## config.mk

```make
export PLATFORM = sky130hd
export DESIGN_NAME = tdm_demux_1_to_4_flat
export DESIGN_NICKNAME = d
export VERILOG_FILES = /design/src/rtl/tdm_demux_1_to_4_if.sv /design/src/rtl/tdm_demux_1_to_4.sv /design/src/flat_wrapper.sv
export SDC_FILE = /design/constraint.sdc
export NUM_CORES = 1
export LEC_CHECK = 0
export ABC_AREA = 1
export CAP_MARGIN = 20
export CORE_AREA = 3 3 83 85
export CTS_CLUSTER_DIAMETER = 80
export DETAILED_ROUTE_END_ITERATION = 7
export DIE_AREA = 0 0 86 88
export GPL_TIMING_DRIVEN = 0
export SYNTH_ARGS = -nofsm -noshare
export SYNTH_HDL_FRONTEND = slang
export SYNTH_SLANG_ARGS = --single-unit
```

## constraint.sdc

```tcl
create_clock -name clk -period 4.5 [get_ports clk]
set_input_delay 0.675 -clock clk [delete_from_list [all_inputs] [get_ports clk]]
set_output_delay 0.675 -clock clk [all_outputs]
set_load 0.1 [all_outputs]
```

## src/rtl/tdm_demux_1_to_4_if.sv

```systemverilog
// Link-side bundle for the 4-channel TDM demultiplexer: incoming word stream plus
// the published frame and framing status.
interface tdm_demux_1_to_4_if #(
  parameter int unsigned WIDTH = 8
);
  logic [WIDTH-1:0]   in_data;
  logic               in_valid;
  logic               in_sync;
  logic [4*WIDTH-1:0] out;
  logic               frame_valid;
  logic               locked;
  logic [1:0]         slot;
  logic               sync_err;

  // Link driver / consumer side
  modport master (
    output in_data,
    output in_valid,
    output in_sync,
    input  out,
    input  frame_valid,
    input  locked,
    input  slot,
    input  sync_err
  );

  // Demultiplexer side
  modport slave (
    input  in_data,
    input  in_valid,
    input  in_sync,
    output out,
    output frame_valid,
    output locked,
    output slot,
    output sync_err
  );
endinterface

```

## src/rtl/tdm_demux_1_to_4.sv

```systemverilog
// Receive end of a 4-slot TDM link: locks to the slot-0 sync flag, gathers one word per
// slot in a shadow buffer and publishes the whole frame atomically on the slot-3 word.
module tdm_demux_1_to_4 #(
  parameter int unsigned WIDTH = 8
) (
  input  logic               clk,
  input  logic               rst_n,
  tdm_demux_1_to_4_if.slave  bus
);

  typedef enum logic [0:0] {StHunt, StLocked} state_e;

  state_e             state_q, state_d;
  logic [1:0]         slot_q, slot_d;
  logic [WIDTH-1:0]   sh0_q, sh0_d;
  logic [WIDTH-1:0]   sh1_q, sh1_d;
  logic [WIDTH-1:0]   sh2_q, sh2_d;
  logic [4*WIDTH-1:0] out_q, out_d;
  logic               frame_valid_q, frame_valid_d;
  logic               sync_err_q, sync_err_d;

  always_ff @(posedge clk or negedge rst_n) begin
    if (!rst_n) begin
      state_q       <= StHunt;
      slot_q        <= 2'd0;
      sh0_q         <= '0;
      sh1_q         <= '0;
      sh2_q         <= '0;
      out_q         <= '0;
      frame_valid_q <= 1'b0;
      sync_err_q    <= 1'b0;
    end else begin
      state_q       <= state_d;
      slot_q        <= slot_d;
      sh0_q         <= sh0_d;
      sh1_q         <= sh1_d;
      sh2_q         <= sh2_d;
      out_q         <= out_d;
      frame_valid_q <= frame_valid_d;
      sync_err_q    <= sync_err_d;
    end
  end

  always_comb begin
    state_d       = state_q;
    slot_d        = slot_q;
    sh0_d         = sh0_q;
    sh1_d         = sh1_q;
    sh2_d         = sh2_q;
    out_d         = out_q;
    frame_valid_d = 1'b0;
    sync_err_d    = 1'b0;

    if (bus.in_valid) begin
      unique case (state_q)
        StHunt: begin
          // Non-sync words are silently dropped until the first slot-0 marker.
          if (bus.in_sync) begin
            sh0_d   = bus.in_data;
            slot_d  = 2'd1;
            state_d = StLocked;
          end
        end

        StLocked: begin
          if (bus.in_sync) begin
            // A sync mid-frame drops the partial frame but restarts alignment here.
            sync_err_d = (slot_q != 2'd0);
            sh0_d      = bus.in_data;
            slot_d     = 2'd1;
          end else if (slot_q == 2'd0) begin
            sync_err_d = 1'b1;
            slot_d     = 2'd0;
            state_d    = StHunt;
          end else begin
            unique case (slot_q)
              2'd1: begin
                sh1_d  = bus.in_data;
                slot_d = 2'd2;
              end
              2'd2: begin
                sh2_d  = bus.in_data;
                slot_d = 2'd3;
              end
              default: begin
                // Slot-3 word goes straight to the output; no shadow entry needed.
                out_d         = {bus.in_data, sh2_q, sh1_q, sh0_q};
                frame_valid_d = 1'b1;
                slot_d        = 2'd0;
              end
            endcase
          end
        end

        default: begin
          state_d = StHunt;
          slot_d  = 2'd0;
        end
      endcase
    end
  end

  assign bus.out         = out_q;
  assign bus.frame_valid = frame_valid_q;
  assign bus.locked      = (state_q == StLocked);
  assign bus.slot        = slot_q;
  assign bus.sync_err    = sync_err_q;

  a_pulse_exclusive: assert property (@(posedge clk) disable iff (!rst_n)
    !(frame_valid_q && sync_err_q));

  a_hunt_slot_zero: assert property (@(posedge clk) disable iff (!rst_n)
    (state_q == StHunt) |-> (slot_q == 2'd0));

endmodule

```

## src/flat_wrapper.sv

```systemverilog
// flat-port wrapper written by rule: the top's interface ports become plain ports
module tdm_demux_1_to_4_flat 
#(
  parameter int unsigned WIDTH = 8
)
  (clk, rst_n, bus_in_data, bus_in_valid, bus_in_sync, bus_out, bus_frame_valid, bus_locked, bus_slot, bus_sync_err);
  tdm_demux_1_to_4_if #(.WIDTH(WIDTH)) bus_i ();
  input  logic clk;
  input  logic rst_n;
  input wire logic [$bits(bus_i.in_data)-1:0] bus_in_data;
  input wire logic [$bits(bus_i.in_valid)-1:0] bus_in_valid;
  input wire logic [$bits(bus_i.in_sync)-1:0] bus_in_sync;
  output wire logic [$bits(bus_i.out)-1:0] bus_out;
  output wire logic [$bits(bus_i.frame_valid)-1:0] bus_frame_valid;
  output wire logic [$bits(bus_i.locked)-1:0] bus_locked;
  output wire logic [$bits(bus_i.slot)-1:0] bus_slot;
  output wire logic [$bits(bus_i.sync_err)-1:0] bus_sync_err;
  assign bus_i.in_data = bus_in_data;
  assign bus_i.in_valid = bus_in_valid;
  assign bus_i.in_sync = bus_in_sync;
  assign bus_out = bus_i.out;
  assign bus_frame_valid = bus_i.frame_valid;
  assign bus_locked = bus_i.locked;
  assign bus_slot = bus_i.slot;
  assign bus_sync_err = bus_i.sync_err;
  tdm_demux_1_to_4 #(.WIDTH(WIDTH)) u_core (.clk(clk), .rst_n(rst_n), .bus(bus_i));
endmodule
```

==> flow_metrics.py, run 1 <==
metrics = {
    "floorplan": {
        "fp.dieW_um": 86,
        "die_area_um2": 7570,
        "num_rows": 29,
        "core_area_um2": 6280,
        "start_util_pct": 40.2,
        "pin_count": 49,
        "die_h_um": 88,
    },
    "detailed_routing": {
        "drc": 0,
        "wl_per_cell_um": 13.6,
        "drt-met1-wl_um": 2720,
        "dr_total_vias": 2020,
        "drt-total-wl_um": 5790,
        "dr.pass1.iters": 4,
        "wl_met2_um": 2730,
        "drt_iter0_markers": 99,
        "post_drt_via_cell_ratio": 4.74,
        "met3_length_um": 218,
        "postRouteAntennaNets": 0,
        "maxUsedRoutingLayer": "met4",
    },
    "timing": {
        "setup_viol": 0,
        "rsz0062_at_grt": "false",
        "hold_viol": 0,
        "tightestPinTransition_ns": 0.984,
        "relSlewSlack_pct": 34.2,
        "max_freq_ghz": 0.379,
        "tns_ns": 0,
        "layout_min_cycle_time_ns": 2.64,
        "slew_viol_final": 0,
        "fin_skew_ns": 0.00914,
        "finalCritPeriodShare_pct": 58.6,
    },
    "synthesis": {
        "yosys.area_share.xor_xnor_pct": 0,
        "synth_top_family_by_area": "simple AND/OR/NAND/NOR gates",
        "synthAdderAreaFrac_pct": 3.47,
        "avgSynthCellArea_um2": 8.88,
        "yosys.area_share.simple_pct": 31.4,
        "synth_compound_area_share_pct": 0.198,
        "synthCells": 284,
        "synth_mux_area_share_pct": 0,
        "yosys_warnings": 0,
        "ys_types": 13,
        "syn_nets": 303,
        "synth-seq-area-share_pct": 60.5,
        "synthesis.area_um2": 2520,
        "ys_ff_latch": 61,
    },
    "finish": {
        "antenna_cells": 0,
        "multi_input_area_um2": 885,
        "seqCellArea_um2": 1530,
        "fin_nets": 363,
        "fillers": 603,
        "post_route_cells_drive_above_1_share_pct": 10.0,
        "area_growth_syn_to_layout_pct": 32.1,
    },
    "flow_run": {
        "cap_viol_max_count": 0,
    },
    "worst_setup_path": {
        "critPathMaxStageDelay_ns": 1.18,
        "startpoint_type": "flip-flop",
        "critPathTopFamily": "buffers and inverters",
        "critPathSlowestCell": "clkdlybuf4s50_1",
        "worstPathRequired_ns": 3.83,
        "crit_path_end_kind": "output port",
        "path_buf_inv": 1,
        "cp_data_arrival_time_ns": 1.96,
        "path_class": "reg -> out",
        "crit_fanout": 5,
        "path_cells": "clkdlybuf4s50_1",
    },
    "cts": {
        "htreeDepth": 3,
        "clockBufferDepth": 2,
        "numCtsBuffers": 9,
        "ctsResizeCount": 0,
        "clk-insertion-delay-late_ns": 0.33,
        "cts.clk_slew.worst_paths_ns": 0.07,
        "root_buffer": "clkbuf_8",
        "cts_tree": "done",
        "cts_setup_buffers": 0,
        "clock_sinks": 61,
        "ctsHoldBuffers": 0,
    },
    "global_route": {
        "grt_max_degree": 26,
        "antenna_found_initial": 0,
        "grt_pass1_vias": 2006,
        "grt_use_total_pct": 17.1,
        "overflow": 0,
        "grt_pass1_wl_um": 9780,
    },
    "placed_design": {
        "gp_congestion": 0.830,
        "io_buffer_count": 47,
        "hpwl_um": 4140,
    },
    "outcome": {
        "status": "finished, final reports clean",
    },
    "min_path": {
        "min_path_type": "in -> async",
    },
}
path summary, 6_finish.rpt:
| kind | start | endpoint | slack (ns) | cells past startpoint |
|---|---|---|---|---|
| max in group asynchronous | rst_n | u_core.bus.out[8]$_DFFE_PN0P_ | 3.54 | 3 |
| min in group clk | u_core.bus.out[16]$_DFFE_PN0P_ | u_core.bus.out[16]$_DFFE_PN0P_ | 0.47 | 2 |
| hold / removal | rst_n | u_core.bus.out[21]$_DFFE_PN0P_ | 0.30 | 1 |
| hold reg to reg | u_core.bus.out[16]$_DFFE_PN0P_ | u_core.bus.out[16]$_DFFE_PN0P_ | 0.47 | 2 |
| setup reg to reg | u_core.bus.slot[1]$_DFFE_PN0P_ | u_core.bus.out[6]$_DFFE_PN0P_ | 2.73 | 10 |
| setup / recovery | u_core.bus.locked$_DFFE_PN0P_ | bus_locked | 1.86 | 1 |
synthesized netlist by cell type, drive strengths merged:
master / n / area share [%]
nand3: 42 / 8.3
o21ai: 1 / 0.20
inv: 12 / 1.8
nor2: 5 / 1.4
nand2: 144 / 22
dfrtp: 61 / 61
buf: 12 / 2.6
ha: 7 / 3.5
per-layer routing:
| layer | vias up | GRT usage, % |
|---|---|---|
| li1 | 1006 | - |
| met1 | 966 | 22.3 |
| met2 | 39 | 26.5 |
| met3 | 9 | 4.23 |
| met4 | 0 | 8.92 |
| met5 | - | 0 |
flip-flops by register name, summed over array words and instances, names as in the netlist:
name                    cells
u_core.sh2_q                8
u_core.sh0_q                8
u_core.sh1_q                8
u_core.bus.out             32
u_core.bus.frame_valid      1
u_core.bus.locked           1
u_core.bus.slot             2
u_core.bus.sync_err         1
per-stage QoR:
stage                     cell area [µm²]  std cells  worst slack (ns)  util, %  hold slack (ns)
after detailed placement             3140        410              2.22     50.0            0.458
final                                3330        426              1.86     53.1            0.297
after global routing                 3330        426              1.79     53.1            0.311
after floorplan                      2520        284              2.20        -            0.379
after CTS                            3330        426              1.83     53.1            0.295
after global placement               3090        408             0.730     49.2            0.454
final cells by class:
cell class / instances / share of cell area, %
Buffer: 12 / 1.99
Clock buffer: 12 / 4.36
Clock inverter: 4 / 1.43
Inverter: 12 / 1.35
Multi-Input combinational cell: 199 / 26.5
Sequential cell: 61 / 45.8
Tap cell: 77 / 2.89
Timing Repair Buffer: 49 / 15.6
placed cells by master, fill, tap and decap left out:
master and n:
buf_6 1, clkbuf_1 2, nor2_4 2, nand2_2 2, ha_1 7, nand2_1 142
buf_16 2, clkbuf_8 10, nor2_1 2, buf_2 12, nor2_2 1, clkinvlp_4 1
clkinv_2 2, inv_2 1, dfrtp_1 61, nand3_1 42, o21ai_0 1, clkdlybuf4s50_1 46
inv_1 11, bufinv_16 1
cell families after synthesis:
logic type	Yosys count
buffers and inverters	24
adder cells (fa/ha/maj)	7
AND/OR/NAND/NOR	191
flip-flops	61
AO/OA/AOI/OAI	1
Power of run 1 is left out: the tool's default activity adds up to more than one toggle a clock period on the data nets, which glitch-free logic cannot reach.
==> inputs of run 2 (changes only) <==
--- a/config.mk
+++ b/config.mk
@@ -12,6 +12,7 @@
 export DETAILED_ROUTE_END_ITERATION = 7
 export DIE_AREA = 0 0 86 88
 export GPL_TIMING_DRIVEN = 0
+export PLACE_DENSITY = 0.67
 export SYNTH_ARGS = -nofsm -noshare
 export SYNTH_HDL_FRONTEND = slang
 export SYNTH_SLANG_ARGS = --single-unit
==> constraint.sdc (replaced) <==
create_clock -name clk -period 2.2 [get_ports clk]
set_input_delay 0.33 -clock clk [delete_from_list [all_inputs] [get_ports clk]]
set_output_delay 0.33 -clock clk [all_outputs]
set_load 0.1 [all_outputs]
==> run 2 against run 1 <==
  * Sequential share of layout area increased by 0.28 points
  * Critical path depth unchanged
  * Global-route usage decreased by 0.20 points
  * Cell count decreased by 0.23%
  * Sequential cell count unchanged
  * Design area decreased by 0.45%
  * First-iteration DRC count increased by 57%
  * Setup slack got worse by 1.8 ns
  * Hold slack got worse by 0.18 ns
  * Clock skew decreased by 0.0028 ns
  * Routed wire length decreased by 3.2%
  * Die area unchanged
  * Critical endpoint is now bus_out[30]
  * Highest routed layer unchanged
==> flow_metrics.py, run 2 (synthesis gave the netlist of run 1 again) <==
metrics = {
    "floorplan": {
        "start_util_pct": 40.2,
        "num_rows": 29,
        "die_h_um": 88,
        "fp.dieW_um": 86,
        "pin_count": 49,
        "die_area_um2": 7570,
        "core_area_um2": 6280,
    },
    "cts": {
        "clockBufferDepth": 2,
        "clk-insertion-delay-late_ns": 0.33,
        "ctsResizeCount": 4,
        "cts_tree": "done",
        "clock_sinks": 61,
        "htreeDepth": 3,
        "cts.clk_slew.worst_paths_ns": 0.06,
        "cts_setup_buffers": 0,
        "root_buffer": "clkbuf_8",
        "numCtsBuffers": 9,
        "ctsHoldBuffers": 0,
    },
    "worst_setup_path": {
        "path_buf_inv": 1,
        "crit_fanout": 2,
        "path_cells": "clkdlybuf4s50_1",
        "worstPathRequired_ns": 1.87,
        "critPathTopFamily": "buffers and inverters",
        "path_class": "reg -> out",
        "cp_data_arrival_time_ns": 1.83,
        "critPathSlowestCell": "clkdlybuf4s50_1",
        "critPathMaxStageDelay_ns": 1.14,
        "startpoint_type": "flip-flop",
        "crit_path_end_kind": "output port",
    },
    "outcome": {
        "status": "finished, final reports clean",
    },
    "finish": {
        "mostFrequentLayoutCells": "nand2_1 (142), dfrtp_1 (59), nand3_1 (42), clkdlybuf4s50_1 (30)",
        "post-route-util_pct": 52.8,
        "fillers": 610,
        "post_route_cells_drive_above_1_share_pct": 10.6,
        "fin_nets": 362,
        "antenna_cells": 0,
        "area_growth_syn_to_layout_pct": 31.5,
        "largest_reg_flops": 32,
        "final_common_cell": "nand2_1",
    },
    "placed_design": {
        "gp_congestion": 0.825,
        "hpwl_um": 3990,
        "io_buffer_count": 47,
        "dp_slack_ns": 0.288,
    },
    "timing": {
        "hold_viol": 0,
        "setup_viol": 0,
        "worst_slack_ns": 0.0399,
        "slew_viol_final": 0,
        "relSlewSlack_pct": 34.6,
        "max_freq_ghz": 0.463,
        "tightestPinTransition_ns": 0.978,
        "finalCritPeriodShare_pct": 98.2,
        "rsz0062_at_grt": "false",
        "fin_skew_ns": 0.00632,
        "layout_min_cycle_time_ns": 2.16,
    },
    "detailed_routing": {
        "met3_length_um": 237,
        "maxUsedRoutingLayer": "met4",
        "wl_met2_um": 2570,
        "postRouteAntennaNets": 0,
        "wl_per_cell_um": 13.2,
        "drt-met1-wl_um": 2700,
        "dr_total_vias": 1985,
        "drt_iter0_markers": 155,
        "drc": 0,
        "dr.pass1.iters": 4,
        "drt-total-wl_um": 5610,
        "post_drt_via_cell_ratio": 4.67,
    },
    "global_route": {
        "grt_use_total_pct": 16.9,
        "grt_max_degree": 38,
        "grt_pass1_wl_um": 9810,
        "overflow": 0,
        "grt_pass1_vias": 2004,
        "antenna_found_initial": 0,
    },
    "flow_run": {
        "cap_viol_max_count": 0,
    },
    "min_path": {
        "min_path_type": "in -> async",
    },
}
-- run 2: per-stage QoR --
stage	cell area (µm²)	setup TNS (ns)	instances	hold slack, ns
finish	3320	0	425	0.121
floorplan	2520	0	284	0.0344
global placement	3090	-69.74	408	0.455
detailed placement	3110	0	409	0.459
CTS	3290	0	425	0.146
global route	3320	0	425	0.174
-- run 2: routing by layer --
layer / global-route usage, % / vias up
met2: 25.9 / 45
met5: 0 / -
met4: 7.34 / 0
met1: 23.6 / 926
met3: 3.29 / 9
li1: - / 1005
-- run 2: path summary, 6_finish.rpt --
kind                                                start                        endpoint  slack, ns  cells past startpoint
max                        u_core.bus.out[30]$_DFFE_PN0P_                     bus_out[30]       0.04                      1
min                                                 rst_n   u_core.bus.sync_err$_DFF_PN0_       0.12                      1
max reg2reg                u_core.bus.slot[1]$_DFFE_PN0P_  u_core.bus.out[22]$_DFFE_PN0P_       0.49                     10
min reg2reg                u_core.bus.out[12]$_DFFE_PN0P_  u_core.bus.out[12]$_DFFE_PN0P_       0.47                      2
max in group asynchronous                           rst_n   u_core.bus.out[1]$_DFFE_PN0P_       1.47                      2
min in group clk                              bus_in_sync     u_core.sh0_q[5]$_DFFE_PN0P_       0.34                      3
-- run 2: layout make-up --
class	instances	area, µm²	share of cell area, %
plain buffers	12	66.3	2.00
clock buffers	12	155	4.68
clock inverters	4	22.5	0.679
inverters	12	45.0	1.36
multi-input cells	199	885	26.7
flip-flops and latches	61	1530	46.1
well taps	77	96.3	2.90
repair buffers	48	518	15.6
Power of run 2 is left out for the same reason.
==> inputs of run 3 (changes only) <==
--- a/config.mk
+++ b/config.mk
@@ -7,12 +7,11 @@
 export LEC_CHECK = 0
 export ABC_AREA = 1
 export CAP_MARGIN = 20
-export CORE_AREA = 3 3 83 85
+export CORE_AREA = 3 3 89 91
 export CTS_CLUSTER_DIAMETER = 80
 export DETAILED_ROUTE_END_ITERATION = 7
-export DIE_AREA = 0 0 86 88
+export DIE_AREA = 0 0 92 94
 export GPL_TIMING_DRIVEN = 0
-export PLACE_DENSITY = 0.67
 export SYNTH_ARGS = -nofsm -noshare
 export SYNTH_HDL_FRONTEND = slang
 export SYNTH_SLANG_ARGS = --single-unit
==> constraint.sdc (replaced) <==
create_clock -name clk -period 2.4 [get_ports clk]
set_input_delay 0.36 -clock clk [delete_from_list [all_inputs] [get_ports clk]]
set_output_delay 0.36 -clock clk [all_outputs]
set_load 0.1 [all_outputs]
==> run 3 against run 2 <==
  * Utilization is 6.8 points lower
  * Routed wire length is 3.8% higher
  * Setup slack better by 0.039 ns
  * Critical path type unchanged
  * Highest routed layer unchanged
==> flow_metrics.py, run 3 (synthesis gave the netlist of run 1 again) <==
metrics = {
    "outcome": {
        "status": "finished, final reports clean",
    },
    "detailed_routing": {
        "drc": 0,
        "wl_per_cell_um": 13.0,
        "dr.pass1.iters": 5,
        "postRouteAntennaNets": 0,
        "dr_total_vias": 1995,
        "drt-total-wl_um": 5820,
        "post_drt_via_cell_ratio": 4.46,
        "drt_iter0_markers": 111,
    },
    "cts": {
        "root_buffer": "clkbuf_8",
        "clockBufferDepth": 2,
        "numCtsBuffers": 9,
        "cts_tree": "done",
        "cts.clk_slew.worst_paths_ns": 0.07,
        "ctsResizeCount": 0,
        "htreeDepth": 3,
        "clock_sinks": 61,
        "clk-insertion-delay-late_ns": 0.33,
        "ctsHoldBuffers": 0,
        "cts_setup_buffers": 0,
    },
    "floorplan": {
        "die_h_um": 94,
        "fp.dieW_um": 92,
        "core_area_um2": 7210,
        "die_area_um2": 8650,
        "num_rows": 31,
        "start_util_pct": 35.0,
        "pin_count": 49,
    },
    "worst_setup_path": {
        "cp.depth": 1,
        "startpoint_type": "flip-flop",
        "cp-startpoint": "u_core.bus.slot[1]$_DFFE_PN0P_",
        "critPathMaxStageDelay_ns": 1.18,
        "cp_data_arrival_time_ns": 1.96,
        "critPathSlowestCell": "clkdlybuf4s50_1",
        "r2r_end": "u_core.bus.out[27]$_DFFE_PN0P_",
        "worstPathRequired_ns": 2.04,
        "rr_worst_depth": 10,
        "crit_fanout": 6,
        "crit_path_end_kind": "output port",
        "path_cells": "clkdlybuf4s50_1",
        "path_class": "reg -> out",
        "critPathTopFamily": "buffers and inverters",
        "endpoint": "bus_slot[1]",
        "r2r_start": "u_core.bus.slot[1]$_DFFE_PN0P_",
        "path_buf_inv": 1,
        "rrSetupSlack_ns": 0.59,
    },
    "timing": {
        "setup_viol": 0,
        "layout_min_cycle_time_ns": 2.32,
        "max_freq_ghz": 0.431,
        "slew_viol_final": 0,
        "relSlewSlack_pct": 34.0,
        "tightestPinTransition_ns": 0.987,
        "hold_viol": 0,
        "fin_skew_ns": 0.00550,
        "rsz0062_at_grt": "false",
        "finalCritPeriodShare_pct": 96.7,
    },
    "global_route": {
        "grt_use_total_pct": 14.8,
        "overflow": 0,
        "grt_pass1_wl_um": 9730,
        "antenna_found_initial": 0,
        "grt_max_degree": 35,
        "grt_pass1_vias": 1990,
    },
    "finish": {
        "final_cells": 447,
        "fin_nets": 362,
        "final_common_cell": "nand2_1",
        "mostFrequentLayoutCells": "nand2_1 (142), dfrtp_1 (61), clkdlybuf4s50_1 (46), nand3_1 (42), buf_2 (12)",
        "largest_reg_flops": 32,
        "post-route-util_pct": 46.1,
        "antenna_cells": 0,
        "post_route_cells_drive_above_1_share_pct": 9.77,
        "area_growth_syn_to_layout_pct": 31.8,
    },
    "placed_design": {
        "gp_congestion": 0.778,
        "hpwl_um": 4140,
        "io_buffer_count": 47,
        "place_inst": 431,
    },
    "min_path": {
        "min_path_type": "in -> async",
    },
    "flow_run": {
        "cap_viol_max_count": 0,
    },
}
[run 3: worst min-delay path by stage]
stage / startpoint / end / slack (ns) / cells past startpoint
after global placement: u_core.bus.out[31]$_DFFE_PN0P_ / u_core.bus.out[31]$_DFFE_PN0P_ / 0.45 / 2
after floorplan: rst_n / u_core.bus.frame_valid$_DFF_PN0_ / 0.06 / 0
after detailed placement: rst_n / u_core.bus.out[16]$_DFFE_PN0P_ / 0.42 / 1
final: rst_n / u_core.sh1_q[2]$_DFFE_PN0P_ / 0.04 / 1
after global routing: rst_n / u_core.bus.out[10]$_DFFE_PN0P_ / 0.09 / 1
after CTS: rst_n / u_core.bus.out[10]$_DFFE_PN0P_ / 0.05 / 1
[run 3: worst register-to-register path, cell delays in order, from the launching register on]
cell,delay [ns]
dfrtp_1,0.45
inv_1,0.10
ha_1,0.21
inv_1,0.06
ha_1,0.15
inv_1,0.05
nor2_2,0.21
nand2_2,0.14
buf_2,0.21
nand2_1,0.09
nand2_1,0.04
[run 3: through the flow]
| step | cell area, µm² | TNS (ns) | setup WS, ns | hold slack, ns |
|---|---|---|---|---|
| 2_1_floorplan | 2520 | 0 | 0.103 | 0.0644 |
| 3_3_place_gp | 3120 | -62.89 | -1.03 | 0.453 |
| 3_5_place_dp | 3130 | 0 | 0.438 | 0.423 |
| 4_1_cts | 3320 | 0 | 0.0547 | 0.0518 |
| 5_1_grt | 3320 | 0 | 0.0298 | 0.0879 |
| 6_report | 3320 | 0 | 0.0786 | 0.0448 |
[run 3: routing by layer]
| layer | global-route usage [%] | vias to the layer above | part of all wire [%] |
|---|---|---|---|
| li1 | - | 1003 | - |
| met1 | 19.7 | 936 | 48 |
| met2 | 22.2 | 43 | 45 |
| met3 | 3.93 | 13 | 4.6 |
| met4 | 7.92 | 0 | 2.5 |
| met5 | 0 | - | 0 |
[run 3: area by class of cell]
cell class / instances / area, µm²
Clock inverter: 4 / 47.5
Buffer: 12 / 66.3
Fill cell: 757 / 3890
Sequential cell: 61 / 1530
Inverter: 12 / 45.0
Timing Repair Buffer: 48 / 485
Tap cell: 99 / 124
Multi-Input combinational cell: 199 / 885
Clock buffer: 12 / 145
Power of run 3 is left out for the same reason.
